===== src/rtl/aon_uart_pkg.sv =====
// Shared types and frame constants for the always-on UART transmitter.
package aon_uart_pkg;

    localparam int unsigned FRAME_BITS = 10;
    localparam int unsigned DATA_BITS  = 8;

    typedef enum logic [1:0] {
        ST_IDLE  = 2'd0,
        ST_START = 2'd1,
        ST_DATA  = 2'd2,
        ST_STOP  = 2'd3
    } state_e;

    typedef logic [DATA_BITS-1:0] byte_t;

endpackage


===== src/rtl/aon_uart_tx_if.sv =====
// Byte handshake between a data source and the UART transmitter.
interface aon_uart_tx_if;
    import aon_uart_pkg::*;

    byte_t DIN;
    logic  VALID;
    logic  READY;

    modport master (output DIN, output VALID, input READY);
    modport slave  (input DIN, input VALID, output READY);

endinterface


===== src/rtl/aon_baud_tick.sv =====
// Bit-period counter; tick marks the last clock of every serial bit.
module aon_baud_tick #(
    parameter int unsigned CLKS_PER_BIT = 16
) (
    input  logic C,
    input  logic RN,
    input  logic clr,
    output logic tick
);

    localparam int unsigned CNT_W = (CLKS_PER_BIT > 1) ? $clog2(CLKS_PER_BIT) : 1;
    localparam logic [CNT_W-1:0] LAST = CNT_W'(CLKS_PER_BIT - 1);

    logic [CNT_W-1:0] cnt_q;

    assign tick = (cnt_q == LAST);

    // Wraps on the bit-end tick so the count never passes CLKS_PER_BIT-1.
    always_ff @(posedge C or negedge RN) begin
        if (!RN) begin
            cnt_q <= '0;
        end else if (clr || tick) begin
            cnt_q <= '0;
        end else begin
            cnt_q <= cnt_q + CNT_W'(1);
        end
    end

endmodule


===== src/rtl/aon_uart_tx.sv =====
// 8N1 LSB-first serial transmitter with a valid/ready byte input.
module aon_uart_tx
    import aon_uart_pkg::*;
#(
    parameter int unsigned CLKS_PER_BIT = 16
) (
    input  logic               C,
    input  logic               RN,
    aon_uart_tx_if.slave       bus,
    output logic               TXD,
    output logic               BUSY
);

    state_e     state_q, state_d;
    byte_t      shreg_q, shreg_d;
    logic [2:0] bit_idx_q, bit_idx_d;
    logic       txd_q, txd_d;
    logic       ready_q, ready_d;
    logic       busy_q, busy_d;
    logic       tick;

    aon_baud_tick #(.CLKS_PER_BIT(CLKS_PER_BIT)) u_baud (
        .C    (C),
        .RN   (RN),
        .clr  (state_q == ST_IDLE),
        .tick (tick)
    );

    assign TXD       = txd_q;
    assign BUSY      = busy_q;
    assign bus.READY = ready_q;

    always_ff @(posedge C or negedge RN) begin
        if (!RN) begin
            state_q   <= ST_IDLE;
            shreg_q   <= '0;
            bit_idx_q <= '0;
            txd_q     <= 1'b1;
            ready_q   <= 1'b1;
            busy_q    <= 1'b0;
        end else begin
            state_q   <= state_d;
            shreg_q   <= shreg_d;
            bit_idx_q <= bit_idx_d;
            txd_q     <= txd_d;
            ready_q   <= ready_d;
            busy_q    <= busy_d;
        end
    end

    // Next-state logic computes the line level for the coming cycle so TXD stays a flop output.
    always_comb begin
        state_d   = state_q;
        shreg_d   = shreg_q;
        bit_idx_d = bit_idx_q;
        txd_d     = txd_q;
        ready_d   = ready_q;
        busy_d    = busy_q;
        case (state_q)
            ST_IDLE: begin
                if (bus.VALID && ready_q) begin
                    state_d   = ST_START;
                    shreg_d   = bus.DIN;
                    bit_idx_d = '0;
                    txd_d     = 1'b0;
                    ready_d   = 1'b0;
                    busy_d    = 1'b1;
                end
            end
            ST_START: begin
                if (tick) begin
                    state_d   = ST_DATA;
                    bit_idx_d = '0;
                    txd_d     = shreg_q[0];
                end
            end
            ST_DATA: begin
                if (tick) begin
                    shreg_d   = {1'b0, shreg_q[DATA_BITS-1:1]};
                    bit_idx_d = bit_idx_q + 3'd1;
                    if (bit_idx_q == 3'(DATA_BITS - 1)) begin
                        state_d = ST_STOP;
                        txd_d   = 1'b1;
                    end else begin
                        txd_d   = shreg_q[1];
                    end
                end
            end
            ST_STOP: begin
                if (tick) begin
                    state_d = ST_IDLE;
                    txd_d   = 1'b1;
                    ready_d = 1'b1;
                    busy_d  = 1'b0;
                end
            end
            default: state_d = ST_IDLE;
        endcase
    end

endmodule


===== src/flat_wrapper.sv =====
// flat-port wrapper written by rule: the top's interface ports become plain ports
module aon_uart_tx_flat import aon_uart_pkg::*;
#(
    parameter int unsigned CLKS_PER_BIT = 16
)
  (C, RN, TXD, BUSY, bus_DIN, bus_VALID, bus_READY);
  aon_uart_tx_if bus_i ();
  input  logic C;
  input  logic RN;
  output logic TXD;
  output logic BUSY;
  input wire logic [$bits(bus_i.DIN)-1:0] bus_DIN;
  input wire logic [$bits(bus_i.VALID)-1:0] bus_VALID;
  output wire logic [$bits(bus_i.READY)-1:0] bus_READY;
  assign bus_i.DIN = bus_DIN;
  assign bus_i.VALID = bus_VALID;
  assign bus_READY = bus_i.READY;
  aon_uart_tx #(.CLKS_PER_BIT(CLKS_PER_BIT)) u_core (.C(C), .RN(RN), .bus(bus_i), .TXD(TXD), .BUSY(BUSY));
endmodule

===== config.mk =====
export PLATFORM = sky130hd
export DESIGN_NAME = aon_uart_tx_flat
export DESIGN_NICKNAME = d
export VERILOG_FILES = /design/src/rtl/aon_uart_pkg.sv /design/src/rtl/aon_uart_tx_if.sv /design/src/rtl/aon_baud_tick.sv /design/src/rtl/aon_uart_tx.sv /design/src/flat_wrapper.sv
export SDC_FILE = /design/constraint.sdc
export NUM_CORES = 1
export LEC_CHECK = 0
export ABC_AREA = 1
export CAP_MARGIN = 20
export CORE_UTILIZATION = 53
export CTS_CLUSTER_DIAMETER = 40
export DETAILED_ROUTE_END_ITERATION = 16
export HOLD_SLACK_MARGIN = 0.12
export PLACE_DENSITY_LB_ADDON = 0.08
export SLEW_MARGIN = 20
export SYNTH_ARGS = -nofsm -noshare
export SYNTH_HDL_FRONTEND = slang
export SYNTH_SLANG_ARGS = --single-unit

===== constraint.sdc =====
create_clock -name C -period 1.8 [get_ports C]
set_clock_uncertainty 0.2 [all_clocks]
set_input_delay 0.36 -clock C [delete_from_list [all_inputs] [get_ports C]]
set_output_delay 0.36 -clock C [all_outputs]
set_load 0.02 [all_outputs]

==> metrics.md <==
| Metric | Value |
|---|---|
| Crit-path cells | dlygate4sd2_1 |
| Sink Count | 20 |
| Die width | 47.8 um |
| Power per cell area | 562 nW/um^2 |
| CP Buf/Inv Count | 1 |
| Core ar. | 1960 um^2 |
| Boundary Pins | 14 |
| First-pass GRT wire length | 3.23 mm |
| Seq pwr share | 60.0% |
| Sequential cell area fraction in the yosys report | 45.3% |
| Area leader, netlist | dfrtp_1 |
| Row cnt | 16 |
| PnR Total Power | 0.749 mW |
| Initial antenna violation count | 0 |
| Share of cells above drive strength 1 | 13.0% |
| Top_reg_cell synth | dfrtp_1 |
| Min cycle time layout | 1.73 ns |
| Clk buf depth | 2 |
| Via density | 4.83 |
| #FFs+latches synth | 20 |
| Count of cell types in the netlist | 20 |
| Reg area | 503 um^2 |
| WL/cell | 10.7 um |
| Largest net degree at the start of global routing | 21 |
| Initial drt markers | 15 |
| Hold WC Path Type | input pin to async pin |
| Worst vdd rail ir drop | 0.394 mV |
| Placed insts | 185 |
| Status | completed |
| Reg clk slew, reported paths | 0.11 ns |
| Max_cap viols | 0 |
| Mapped Area | 1110 um^2 |
| Crit path max fanout | 2 |
| Routed WL | 2.02 mm |
| Multi-input logic area | 549 um^2 |
| Largest family of logic cells by synthesized area | simple AND/OR/NAND/NOR gates |
| Number of port buffers | 13 |
| Max incr delay on CP | 0.55 ns |
| Post-Synth XOR/XNOR Area | 0% |
| Slowest cell on crit path | dfstp_2 |
| H-Tree Depth | 1 |
| Final worst path period share | 96.2% |
| Area contributors post-synth | dfrtp_1 (41%), nand2_1 (21%), ha_1 (7.9%) |
| Post-synthesis mux area share | 0% |
| Clock insertion delay at the later pin of the skew report | 0.30 ns |
| Vias | 913 |
| Detailed Place HPWL | 1.52 mm |
| Post-synthesis adder-cell area fraction | 7.88% |
| Final Slew Violations | 0 |
| Slew headroom | 83.1% |
| Post-synth top cells | nand2_1 (63), dfrtp_1 (18), nand3_1 (15) |
| Crit-path leading delay family | flip-flops |
| Worst Setup End Kind | output port |
| LEAKAGE | 0.721 nW |
| F_max | 0.578 GHz |
| Diode count | 0 |
| Number of synthesized flops with an enable pin | 0 |
| Synthesized net count | 161 |
| Avg Synthesized Cell Area | 7.77 um^2 |
| Drt pass-1 iters | 4 |
| Tightest Pin Transition | 0.254 ns |
| Asr flop ratio synth | 100% |
| Overall routing resource usage | 20.8% |
| Post-route ant nets | 0 |
| Clock power frac | 34.7% |
| Die Area | 2280 um^2 |
| Final hold slack | 0.178 ns |
| CTS tree | done |
| Synth top area share | 40.5% |
| Final setup viols | 0 |
| Startpoint class of the critical path | flop |
| Fill count | 202 |
| Layout Nets | 181 |
| Vias in the first global route | 788 |
| Ys Warns | 0 |
| GPL Wtd Cong | 0.799 |
| Comb power frac | 5.3% |
| Int Power | 0.596 mW |
| Fin. Hold Viols | 0 |
| Most common cell in the netlist | nand2_1 |
| Setup TNS | 0 ns |
| Design Area, Final | 1330 um^2 |
| Compound-gate portion of the synthesized area | 5.18% |
| Root Buffer | clkbuf_4 |
| Fin cells | 189 |
| Drt drc | 0 |
| Chip Height | 47.8 um |
| Gate Count Post-Synth | 143 |
| DP Area | 1290 um^2 |
| Psw | 0.152 mW |
| Gr ovfl total | 0 |
| Crit path kind | flop to output port |
| Area Overhead vs Synth | 19.8% |
| Sw frac | 20.3% |
| Num CTS Buffers | 3 |
| Required time of the critical path | 1.24 ns |
| RSZ-0062 raised after global routing | false |
| Initial core utilization | 56.6% |
| Post-synthesis simple-gate area fraction | 35.7% |
| Arr. time, crit path | 1.17 ns |
==> power groups by stage <==
stage / Combinational [mW] / Sequential, mW / Clock (mW)
2_1_floorplan: 0.00707 / 0.458 / 0
3_3_place_gp: 0.0397 / 0.458 / 0
3_5_place_dp: 0.0403 / 0.458 / 0
4_1_cts: 0.0404 / 0.449 / 0.269
5_1_grt: 0.0456 / 0.450 / 0.293
6_report: 0.0394 / 0.449 / 0.260
==> sequential cells by signal, summed over array words and instances, names as in the netlist <==
name and cells:
u_core.TXD 1, u_core.bit_idx_q 3, u_core.u_baud.cnt_q 4, u_core.BUSY 1, u_core.state_q 2, u_core.bus.READY 1
u_core.shreg_q 8
==> stage by stage <==
step | setup slack (ns) | utilization (%)
6_report | 0.0689 | 67.9
5_1_grt | 0.00504 | 67.9
4_1_cts | 0.0435 | 67.3
3_5_place_dp | -0.000227 | 65.7
3_3_place_gp | 0.0277 | 65.7
2_1_floorplan | 0.292 | -
==> kinds of logic after synthesis <==
kind of cell | after synthesis
AND/OR/NAND/NOR | 91
buffers and inverters | 15
flip-flops | 20
AO/OA/AOI/OAI | 10
adder cells (fa/ha/maj) | 7
==> final timing paths <==
path,startpoint,endpoint,slack (ns),cells past startpoint
max in group asynchronous,RN,u_core.TXD,0.96,2
max reg2reg,u_core.state_q[0],u_core.shreg_q[7],0.18,8
max,u_core.TXD,TXD,0.07,1
min,RN,u_core.BUSY,0.18,2
min in group C,u_core.u_baud.cnt_q[0],u_core.u_baud.cnt_q[0],0.26,1
min reg2reg,u_core.u_baud.cnt_q[0],u_core.u_baud.cnt_q[0],0.26,1
==> timing repair <==
action                     CTS  global route
setup endpoints to repair    3            11
setup buffers                0             0
gates resized for setup      3             4
hold buffers                 0             0
==> layout make-up <==
type                    count  area share, %
multi-input cells         108           41.3
flip-flops and latches     20           37.8
repair buffers             17           11.8
inverters                  13           3.85
clock buffers               4           2.73
well taps                  27           2.54
==> routing by layer <==
layer / GRT usage [%] / part of all wire (%) / routed length [um] / vias to the layer above
met3: 3.40 / 3.3 / 66 / 5
met2: 30.5 / 47 / 941 / 17
met5: 0 / 0 / 0 / -
met4: 10.0 / 2.2 / 44 / 0
met1: 29.8 / 48 / 968 / 398
li1: - / - / - / 493
==> layout by cell type, fill, tap and decap left out, drive strengths merged <==
cell type and n:
inv 13, clkbuf 4, ha 7, buf 4, o21ai 5, nor2 5
dlygate4sd2 2, clkdlybuf4s15 1, nand4 2, dfrtp 18, a21oi 5, dfstp 2
nand3 16, nand2 67, clkdlybuf4s50 10, or2 1
(Power assumes the default switching activity.)
